$ cat src/rtl/johnson_counter_param.sv
// Parametrised Johnson (twisted-ring) counter with load, clear, direction,
// illegal-state self-correction, one-hot phase decode and wrap/err pulses.
module johnson_counter_param #(
    parameter int WIDTH = 4,
    parameter int IW    = $clog2(2 * WIDTH)
) (
    input  logic                 clk,
    input  logic                 rst,
    input  logic                 en,
    input  logic                 dir,
    input  logic                 clr,
    input  logic                 load,
    input  logic [IW-1:0]        load_idx,
    output logic [WIDTH-1:0]     q,
    output logic [IW-1:0]        idx,
    output logic [2*WIDTH-1:0]   phase,
    output logic                 wrap,
    output logic                 err
);

    localparam logic [IW:0]   LEN  = (IW + 1)'(2 * WIDTH);
    localparam logic [IW-1:0] LAST = IW'(2 * WIDTH - 1);

    // Low k bits set up to the half-way code, then ones drain from the bottom.
    function automatic logic [WIDTH-1:0] code_of(input logic [IW-1:0] k);
        int kv;
        kv = int'(k);
        code_of = '0;
        for (int i = 0; i < WIDTH; i++)
            code_of[i] = (kv <= WIDTH) ? (i < kv) : (i >= kv - WIDTH);
    endfunction

    logic idx_bad;
    logic illegal;
    logic load_ok;

    assign idx_bad = ({1'b0, idx} >= LEN);
    assign illegal = idx_bad || (q != code_of(idx));
    assign load_ok = ({1'b0, load_idx} < LEN);

    assign phase = {{(2 * WIDTH - 1){1'b0}}, 1'b1} << idx;

    always_ff @(posedge clk or posedge rst) begin
        if (rst) begin
            q    <= '0;
            idx  <= '0;
            wrap <= 1'b0;
            err  <= 1'b0;
        end else begin
            wrap <= 1'b0;
            // A corrupted state is flagged even when clr or load wins.
            err  <= illegal;
            if (clr) begin
                q   <= '0;
                idx <= '0;
            end else if (load && load_ok) begin
                q   <= code_of(load_idx);
                idx <= load_idx;
            end else if (load) begin
                q   <= '0;
                idx <= '0;
                err <= 1'b1;
            end else if (illegal) begin
                q   <= '0;
                idx <= '0;
            end else if (en) begin
                if (!dir) begin
                    q <= {q[WIDTH-2:0], ~q[WIDTH-1]};
                    if (idx == LAST) begin
                        idx  <= '0;
                        wrap <= 1'b1;
                    end else begin
                        idx <= idx + IW'(1);
                    end
                end else begin
                    q <= {~q[0], q[WIDTH-1:1]};
                    if (idx == '0) begin
                        idx  <= LAST;
                        wrap <= 1'b1;
                    end else begin
                        idx <= idx - IW'(1);
                    end
                end
            end
        end
    end

endmodule

$ cat config.mk
export PLATFORM = sky130hd
export DESIGN_NAME = johnson_counter_param
export DESIGN_NICKNAME = d
export VERILOG_FILES = /design/src/rtl/johnson_counter_param.sv
export SDC_FILE = /design/constraint.sdc
export NUM_CORES = 1
export LEC_CHECK = 0
export ABC_AREA = 1
export BUFFER_PORTS_ARGS = -buffer_cell sky130_fd_sc_hd__buf_2
export CORE_MARGIN = 10
export CORE_UTILIZATION = 51
export DETAILED_ROUTE_END_ITERATION = 6
export GPL_ROUTABILITY_DRIVEN = 1
export PLACE_DENSITY_LB_ADDON = 0.3
export SLEW_MARGIN = 20
export SYNTH_ARGS = -nofsm -noshare
export SYNTH_HDL_FRONTEND = slang
export SYNTH_SLANG_ARGS = --single-unit
$ cat constraint.sdc
create_clock -name clk -period 2.4 [get_ports clk]
set_clock_uncertainty 0.05 [all_clocks]
set_input_delay 0.24 -clock clk [delete_from_list [all_inputs] [get_ports clk]]
set_output_delay 0.24 -clock clk [all_outputs]
set_load 0.02 [all_outputs]
Word-level counts from Yosys, hierarchy flattened --
Cells that the tools add are included.
Word-level totals: input bits 9, register bits after elaboration 9, output and inout port bits 17, word-level logic and storage cells 60
Cells by class: bitwise operators 2, reductions and logical operators 2, $add $sub $neg 4, equality and inequality tests 2, $lt $le $gt $ge 18, shift operators 1, mux-type cells 27
Operators by type and width (count):
- two-way mux 3 bit | 7
- two-way mux 4 bit | 5
- greater-or-equal comparator 3 x 4 -> 1 bit, first input constant | 4
- two-way mux 1 bit | 15
- less-than comparator 1 x 3 -> 1 bit, first input constant | 4
- less-than comparator 2 x 3 -> 1 bit, first input constant | 4
- greater-or-equal comparator 1 x 4 -> 1 bit, first input constant | 2
- greater-or-equal comparator 2 x 4 -> 1 bit, first input constant | 2
- << shifter 1 x 3 -> 8 bit, first input constant | 1
- subtractor 3 x 3 -> 4 bit, second input constant | 2
- <= comparator 3 bit, second input constant | 2
- != test 4 bit | 1
- nonzero test 4 bit | 1
- adder 3 x 1 -> 3 bit, second input constant | 1
- == test 3 bit, second input constant | 1
- zero test 3 bit | 1
- subtractor 3 x 1 -> 3 bit, second input constant | 1
- inverter 1 bit | 2

Longest topological paths before layout --
Gate-level depths: netlist of the first run.
depth in word-level cells 7, mapped depth 15, mapped depth without buffers 15

Worst setup path after synthesis of the first run --
OpenSTA, ideal clock, no wires.
path type register to register, from reg idx[0], to reg idx[1], slack 467 ps, required time 2232 ps, stages on the path, launching flop included 13, data arrival time 1765 ps, period minus slack after synthesis 1933 ps, setup time 118 ps, path buffers 0, cell sequence dfrtp_1 > inv_1 > ha_1 > inv_2 > nand2_1 > nand3_1 > nand3_2 > nor2_8 > nand4_2 > nand2_1 > inv_2 > nand2_1 > nand2_1
On the way: longest elaborated chain between the ends 7, elaborated cells on any way between the ends 27, classes of those cells add/sub (3); order compare (9); eq/ne (2); mux (11); reduce/logical (2)
RTL lines:
- start: declaration | RTL line 15 | output logic [IW-1:0] idx,
- start signal: assignment | RTL line 58 | idx <= load_idx;
- start signal: assignment | RTL line 73 | idx <= idx + IW'(1);
- start signal: assignment | RTL line 81 | idx <= idx - IW'(1);
- subtractor 3 x 3 -> 4 bit, or another cell as far along | RTL line 30 | code_of[i] = (kv <= WIDTH) ? (i < kv) : (i >= kv - WIDTH);
- greater-or-equal comparator 1 x 4 -> 1 bit, or another cell as far along | RTL line 30
- two-way mux 1 bit or two-way mux 3 bit (tied branches) | RTL line 30, 67
- != test 4 bit or two-way mux 3 bit (tied branches) | RTL line 38, 66
- two-way mux 3 bit | RTL line 63 | end else if (illegal) begin
- two-way mux 3 bit | RTL line 56 | end else if (load && load_ok) begin
- two-way mux 3 bit | RTL line 53 | if (clr) begin
Parallel ways exist; a longest one is shown, timed or not. The select of a mux whose other input is x is not followed. A chain may end at the register's enable or synchronous reset.

Final worst setup path of the first run --
from reg idx[1], to reg idx[0]
On the way: longest elaborated chain between the ends 7, elaborated cells on any way between the ends 25, classes of those cells add/sub (1); order compare (9); eq/ne (2); mux (11); reduce/logical (2)
RTL lines (RTL line):
- subtractor 3 x 3 -> 4 bit, or another cell as far along | 30
- greater-or-equal comparator 1 x 4 -> 1 bit, or another cell as far along | 30
- two-way mux 1 bit or two-way mux 3 bit (tied branches) | 30, 67
- != test 4 bit or two-way mux 3 bit (tied branches) | 38, 66
- two-way mux 3 bit | 63
- two-way mux 3 bit | 56
- two-way mux 3 bit | 53
Parallel ways exist; a longest one is shown, timed or not. The select of a mux whose other input is x is not followed.

==> summary.md, run 1 <==
| Metric | Value |
|---|---|
| Synth warn | `0` |
| Critical-path maximum fanout | `8` |
| Kind of critical path | `register to register` |
| Sw Share | `42.71%` |
| Worst Setup Start Kind | `register` |
| Final nets | `182` |
| Final Max Tran Viols | `0` |
| Post-synth top area share | `24.06%` |
| DR pass1 iterations | `4` |
| Final wirelength | `~2.4 mm` |
| Max-cap violations | `0` |
| Gr ovfl total | `0` |
| Xor/xnor cell area share of the yosys netlist | `1.872%` |
| First-pass GRT wire length | `3.870 mm` |
| Tmin final | `2.007 ns` |
| Hold Vio Cnt, Final | `0` |
| Internal power | `between 300 and 400 uW` |
| Setup_tns | `0 ns` |
| Ant. Diodes | `0` |
| CTS clk-pin slew, worst paths | `roughly 0.05 ns` |
| Adder-cell share of the synthesized area | `10.70%` |
| Hold WC Path Type | `input port to register` |
| Leak | `about 0.68 nW` |
| Clock tree buffer depth | `2` |
| Register bit total from synthesis | `9` |
| IO buf count | `25` |
| Die X | `62.84 um` |
| Max VDD drop | `341.7 uV` |
| Syn nets | `154` |
| Drt wl/cell | `~12 um` |
| Sequential power share | `34.8%` |
| Vias per cell | `5.042` |
| Min Hold Slack | `0.1951 ns` |
| Synthesized area | `just over 900 sq um` |
| Ys flop type | `dfrtp_1` |
| Initial Utilization | `between 50 and 60%` |
| Initial drt markers | `26` |
| Area leader, netlist | `dfrtp_1` |
| Fmax | `498.3 MHz` |
| TritonCTS Buffers | `3` |
| CTS Root Cell | `clkbuf_4` |
| Largest family of logic cells by synthesized area | `simple AND/OR/NAND/NOR gates` |
| Largest net degree at the start of global routing | `17` |
| FFs w/ async S/R, synth | `between 90% and 100%` |
| Dpl cells | `184` |
| Slew @ Worst Pin | `0.5248 ns` |
| Number of flops mapped to enable cells by yosys | `0` |
| Simple-gate share of the synthesized area | `43.58%` |
| Outcome | `completed` |
| Hold-critical path depth | `2` |
| Multiplexer share of the synthesized area | `0%` |
| Tot GR Track Use | `a little under an eighth` |
| Seq/Total Area, Yosys | `24.06%` |
| Mean Syn Cell Area | `roughly 6.8 sq um` |
| Vias in the first global route | `between 800 and 900` |
| CTS H-tree lvls | `1` |
| Slew margin rel. | `64.88%` |
| Layout Cells excl Fill | `189` |
| DRC errors left | `0` |
| Compound-Gate Fraction of Synth Area | `8.824%` |
| Distinct cells, synth | `27` |
| Data required, critical path | `2.50 ns` |
| Synth area leaders | `dfrtp_1 24%, nand2_1 16%, ha_1 11%` |
| Reg2Reg Depth | `12` |
| Clock power frac | `a little over a fifth` |
| Arr. time, crit path | `about 2.1 ns` |
| Share of layout cells above drive strength 1 | `24.39%` |
| R2r setup slk | `0.39 ns` |
| Hpwl dp | `1.942 mm` |
| RSZ-0062 raised after global routing | `no` |
| Power Density | `485.3 nW/um^2` |
| Die Height | `roughly 63 um` |
| Cell Rows | `15` |
| Core region area | `roughly 1700 sq um` |
| CTS tree | `done` |
| Design Area, Final | `1109 sq um` |
| Syn-to-layout area delta | `18.45%` |
| ANT nets after route | `0` |
| CTS sink count | `9` |
| Psw | `229.8 uW` |
| Post-Syn Instances | `about 140` |
| Comb power frac | `44.2%` |
| Top-level I/O count | `26` |
| Worst skew pair latency | `between 0.2 and 0.3 ns` |
| Final setup fails | `0` |
| Worst Setup End Kind | `register` |
| Post-route clock period utilization | `83.61%` |
| Initial antenna violation count | `0` |
| Area of the die | `3948 sq um` |
| Vias | `roughly 950` |
| Routability Congestion | `0.9784` |
| Postcts setup bufs | `0` |
| Placed cell area | `1072 sq um` |
==> cell type report <==
type,count,area (sq um)
fill,168,618.1
multi-input combinational,103,608.1
sequential,9,225.2
timing repair buffer,26,135.1
inverter,22,82.58
tap,25,31.28
clock buffer,4,26.28
==> path summary, 6_finish.rpt <==
check / from / to
max: idx[1]$_DFFE_PP0P_ / idx[0]$_DFFE_PP0P_
min: en / wrap$_DFF_PP0_
max reg2reg: idx[1]$_DFFE_PP0P_ / idx[0]$_DFFE_PP0P_
min reg2reg: q[1]$_DFFE_PP0P_ / q[1]$_DFFE_PP0P_
max in group asynchronous: rst / idx[1]$_DFFE_PP0P_
min in group asynchronous: rst / err$_DFF_PP0_
==> power groups by stage <==
stage | Combinational, mW | Sequential, mW | Clock [mW]
after global routing | 0.261 | 0.190 | 0.131
after global placement | 0.233 | 0.187 | 0
after detailed placement | 0.238 | 0.188 | 0
after floorplan | 0.169 | 0.198 | 0
final | 0.238 | 0.187 | 0.113
after CTS | 0.240 | 0.186 | 0.121
==> layer usage <==
| layer | vias up | GRT usage, % | wire length, um | part of all wire (%) |
|---|---|---|---|---|
| li1 | 496 | - | - | - |
| met1 | 428 | 13.52 | 1025 | 44 |
| met2 | 24 | 19.74 | 1154 | 49 |
| met3 | 5 | 2.688 | 128 | 5.4 |
| met4 | 0 | 5.866 | 46 | 2.0 |
| met5 | - | 0 | 0 | 0 |
==> stage by stage <==
step | power [mW] | setup slack, ns | utilization (%)
finish | 0.5380 | 0.3932 | 64.20
detailed placement | 0.4261 | 0.4138 | 62.10
CTS | 0.5466 | 0.4019 | 64.20
global placement | 0.4205 | 0.4847 | 62.10
global route | 0.5825 | 0.2260 | 64.20
floorplan | 0.3668 | 0.4672 | -
==> layout by cell type, fill, tap and decap left out <==
master / instances
nand2_2: 2
a21boi_0: 1
dlygate4sd3_1: 1
xor2_1: 1
nand3b_1: 1
o21bai_1: 2
nand3_1: 12
xnor2_1: 1
a21oi_1: 4
ha_1: 8
nor2_8: 2
inv_1: 19
dfrtp_1: 9
clkbuf_4: 3
a211oi_1: 1
nand2_1: 41
buf_2: 25
and3_1: 1
nor3_1: 1
nand3_2: 1
nand4_1: 5
inv_2: 3
nand2_4: 2
clkbuf_1: 1
o211ai_1: 1
nor2_1: 9
nand4_2: 2
o21ai_0: 5
==> Yosys cell counts (2+ instances only) <==
cell type	n
nand2_1	41
ha_1	8
nor2_1	9
nor2_8	2
o21ai_0	5
nand2_4	2
o21bai_1	2
inv_1	19
a21oi_1	4
nand3_1	12
inv_2	3
nand2_2	2
dfrtp_1	9
nand4_1	5
nand4_2	2
==> worst max-delay path, cell delays in order (launching register included) <==
cell     delay, ns
dfrtp_1       0.49
inv_1         0.13
ha_1          0.24
inv_2         0.08
nand2_1       0.08
nand3_1       0.13
nand3_2       0.13
nor2_8        0.19
nand4_2       0.12
nand2_1       0.10
inv_2         0.05
nand2_1       0.07
nand2_1       0.05
==> state kept, by name, summed over array words and instances, names as in the netlist <==
register / count
q: 4
wrap: 1
err: 1
idx: 3
==> cells by family after synthesis <==
family                     Yosys count
AOI/OAI and AO/OA                   14
and+or+nand+nor                     79
buffers and inverters               25
xor gates and xnor gates             2
adders and majority gates            8
DFF                                  9
==> repair_timing <==
action / in CTS / in global routing
hold endpoints to repair: 9 / 0
hold buffers: 1 / 0
resized for setup: 0 / 0
Power figures use the tool's default switching activity.
==> inputs of run 2 (changes only) <==
--- a/config.mk
+++ b/config.mk
@@ -7,8 +7,9 @@
 export LEC_CHECK = 0
 export ABC_AREA = 1
 export BUFFER_PORTS_ARGS = -buffer_cell sky130_fd_sc_hd__buf_2
+export CORE_ASPECT_RATIO = 1.5
 export CORE_MARGIN = 10
-export CORE_UTILIZATION = 51
+export CORE_UTILIZATION = 46
 export DETAILED_ROUTE_END_ITERATION = 6
 export GPL_ROUTABILITY_DRIVEN = 1
 export PLACE_DENSITY_LB_ADDON = 0.3
==> constraint.sdc (replaced) <==
create_clock -name clk -period 1.7 [get_ports clk]
set_clock_uncertainty 0.05 [all_clocks]
set_input_delay 0.17 -clock clk [delete_from_list [all_inputs] [get_ports clk]]
set_output_delay 0.17 -clock clk [all_outputs]
set_load 0.02 [all_outputs]
==> run 2 against run 1 <==
  * The run now ends with negative setup slack left
  * Combinational power up 99%
  * Critical path depth unchanged
  * Sequential power is 41% higher
  * Global-route usage increased by 1.4 points
  * Via count grew 14%
  * Final area increased by 25%
  * Count of clock-buffer cells in the layout down 1
  * Die area grew 8.3%
  * Total power is 70% higher
  * Sequential share of layout area shrank 3.8 points
  * Non-clock buffer count rose by 20
  * Highest routed layer unchanged
==> summary.md, run 2 (synthesis results as in run 1) <==
| Metric | Value |
|---|---|
| RSZ-0062 raised after global routing | `yes (was no)` |
| Hold Path End | `wrap$_DFF_PP0_ (unchanged)` |
| Placed cell area | `1231 sq um (was 1072 sq um)` |
| CTS tree | `done (unchanged)` |
| Post-route clock period utilization | `106.9% (was 83.61%)` |
| Commonest non-fill, non-tap cells in the layout | `36 x nand2_1, 23 x buf_2, 18 x buf_4 (was 41 x nand2_1, 25 x buf_2, 19 x inv_1)` |
| Initial drt markers | `17 (was 26)` |
| Final nets | `202 (was 182)` |
| CP dominant cell by count | `nand2_1 (unchanged)` |
| Layout Cells excl Fill | `205 (was 189)` |
| IO buf count | `25 (unchanged)` |
| Violated checks | `negative setup slack` |
| Dpl cells | `195 (was 184)` |
| Worst skew pair latency | `0.28 ns (was 0.26 ns)` |
| Final setup fails | `8 (was 0)` |
| Final wirelength | `2.837 mm (was 2.354 mm)` |
| Min Hold Slack | `0.1135 ns (was 0.1951 ns)` |
| Largest Register | `q (unchanged)` |
| R2r setup slk | `-0.12 ns (was 0.39 ns)` |
| CTS H-tree lvls | `1 (unchanged)` |
| Fmax | `550.3 MHz (was 498.3 MHz)` |
| Slew @ Worst Pin | `0.3537 ns (was 0.5248 ns)` |
| CP delay by family, top | `simple AND/OR/NAND/NOR gates (unchanged)` |
| Slew margin rel. | `76.39% (was 64.88%)` |
| Total Power | `912.6 uW (was 538.0 uW)` |
| Final Max Tran Viols | `0 (unchanged)` |
| Vias | `1085 (was 953)` |
| First-pass GRT wire length | `4.512 mm (was 3.870 mm)` |
| Outcome | `finished with violations (was completed)` |
| Arr. time, crit path | `1.98 ns (was 2.11 ns)` |
| Hold Vio Cnt, Final | `0 (unchanged)` |
| Die X | `56.83 um (was 62.84 um)` |
| Most common cell after layout, fill and taps aside | `nand2_1 (unchanged)` |
| Setup slack after layout | `-0.1171 ns (was 0.3932 ns)` |
| Vias in the first global route | `1058 (was 827)` |
| Gr ovfl total | `0 (unchanged)` |
| DR pass1 iterations | `4 (unchanged)` |
| DRC errors left | `0 (unchanged)` |
| CTS Root Cell | `clkbuf_4 (unchanged)` |
| Area of the die | `4276 sq um (was 3948 sq um)` |
| Critical Path, Cell by Cell | `inv_2 > ha_4 > inv_4 > nand2_4 > nand2_1 > nand2_1 > nand3_2 > nor2_8 > nand2_4 > nor2_8 > nand3_2 > nand2_1 (was inv_1 > ha_1 > inv_2 > nand2_1 > nand3_1 > nand3_2 > nor2_8 > nand4_2 > nand2_1 > inv_2 > nand2_1 > nand2_1)` |
| Ant. Diodes | `0 (unchanged)` |
| Core region area | `1878 sq um (was 1727 sq um)` |
| Power Density | `657.7 nW/um^2 (was 485.3 nW/um^2)` |
| Reg2Reg Depth | `12 (unchanged)` |
| Biggest regs | `q x4, idx x3 (unchanged)` |
| Vias per cell | `5.293 (was 5.042)` |
| Kind of critical path | `register to register (unchanged)` |
| Setup_tns | `-0.8012 ns (was 0 ns)` |
| CTS clk-pin slew, worst paths | `0.07 ns (was 0.05 ns)` |
| Data required, critical path | `1.86 ns (was 2.50 ns)` |
| Hpwl dp | `2.258 mm (was 1.942 mm)` |
| Tot GR Track Use | `13.14% (was 11.74%)` |
| Clock tree buffer depth | `2 (unchanged)` |
| FF-to-FF End | `q[2]$_DFFE_PP0P_ (was idx[0]$_DFFE_PP0P_)` |
| ANT nets after route | `0 (unchanged)` |
| Max VDD drop | `425.9 uV (was 341.7 uV)` |
| Design Area, Final | `1388 sq um (was 1109 sq um)` |
| Worst Setup Start Kind | `register (unchanged)` |
| Hold Startpoint | `en (unchanged)` |
| Top-level I/O count | `26 (unchanged)` |
| Cell at the slowest stage of the critical path | `dfrtp_2 (was dfrtp_1)` |
| R2R Path Start | `idx[1]$_DFFE_PP0P_ (unchanged)` |
| Hold-critical path depth | `2 (unchanged)` |
| TritonCTS Buffers | `3 (unchanged)` |
| Crit path largest cell delay | `0.47 ns (was 0.49 ns)` |
| Cell Rows | `19 (was 15)` |
| Share of layout cells above drive strength 1 | `45.65% (was 24.39%)` |
| Setup crit start | `idx[1]$_DFFE_PP0P_ (unchanged)` |
| Tmin final | `1.817 ns (was 2.007 ns)` |
| Syn-to-layout area delta | `48.26% (was 18.45%)` |
| Critical-path maximum fanout | `8 (unchanged)` |
| Max reg flops | `4 (unchanged)` |
| Initial Utilization | `49.83% (was 54.20%)` |
| Drt wl/cell | `13.84 um (was 12.46 um)` |
| Largest net degree at the start of global routing | `13 (was 17)` |
| Max-cap violations | `0 (unchanged)` |
| CTS sink count | `9 (unchanged)` |
| CP Buf/Inv Count | `2 (was 3)` |
| Worst Setup End Kind | `register (unchanged)` |
| Initial antenna violation count | `0 (unchanged)` |
| Hold WC Path Type | `input port to register (unchanged)` |
| Die Height | `75.24 um (was 62.84 um)` |
| Routability Congestion | `0.9158 (was 0.9784)` |
| Leak | `0.7926 nW (was 0.6805 nW)` |
[run 2: cell types whose count changed in the layout (fill, tap and decap cells not counted), sizes merged]
cell / previous run / this run
clkinv: 0 / 2
buf: 25 / 45
clkbuf: 4 / 3
inv: 22 / 21
[run 2: layout make-up]
class                   instances  area [sq um]
clock buffers                   3         22.52
clock inverters                 1         5.005
fillers                       166         490.5
inverters                      22         92.59
multi-input cells             103         706.9
flip-flops and latches          9         229.0
well taps                      21         26.28
repair buffers                 46         305.3
[run 2: how the worst max path moves through the flow]
| stage | end | slack (ns) | depth (start not counted) |
|---|---|---|---|
| CTS | q[1]$_DFFE_PP0P_ | -0.09 | 12 |
| global placement | idx[0]$_DFFE_PP0P_ | -0.07 | 14 |
| detailed placement | q[1]$_DFFE_PP0P_ | -0.11 | 13 |
| finish | q[2]$_DFFE_PP0P_ | -0.12 | 12 |
| global route | q[1]$_DFFE_PP0P_ | -0.23 | 13 |
| floorplan | idx[1]$_DFFE_PP0P_ | -0.04 | 12 |
[run 2: metal layers]
metal,GRT usage (%),vias to the layer above,routed length [um]
li1,-,536,-
met1,12.05,496,1031
met2,22.98,38,1468
met3,2.694,15,152
met4,14.14,0,185
met5,0,-,0
[run 2: where the power goes]
group | internal, mW | total (mW) | switching, mW | leakage [nW]
Clock | 0.0873 | 0.176 | 0.0892 | 0.0177
Sequential | 0.234 | 0.263 | 0.0289 | 0.112
Combinational | 0.194 | 0.474 | 0.279 | 0.662
Total | 0.515 | 0.913 | 0.397 | 0.793
[run 2: metrics by stage]
| step | utilization (%) | setup slack, ns |
|---|---|---|
| 6_report | 73.88 | -0.1171 |
| 5_1_grt | 73.88 | -0.2318 |
| 4_1_cts | 70.62 | -0.09137 |
| 3_5_place_dp | 65.56 | -0.1092 |
| 3_3_place_gp | 65.56 | -0.07252 |
| 2_1_floorplan | - | -0.04267 |
[run 2: what timing repair did]
item,CTS,global route
setup buffers,4,2
hold buffers,1,0
pin swaps,6,12
hold endpoints to repair,9,0
gates resized for setup,8,17
endpoints found under the setup margin,9,14
cloned,0,0
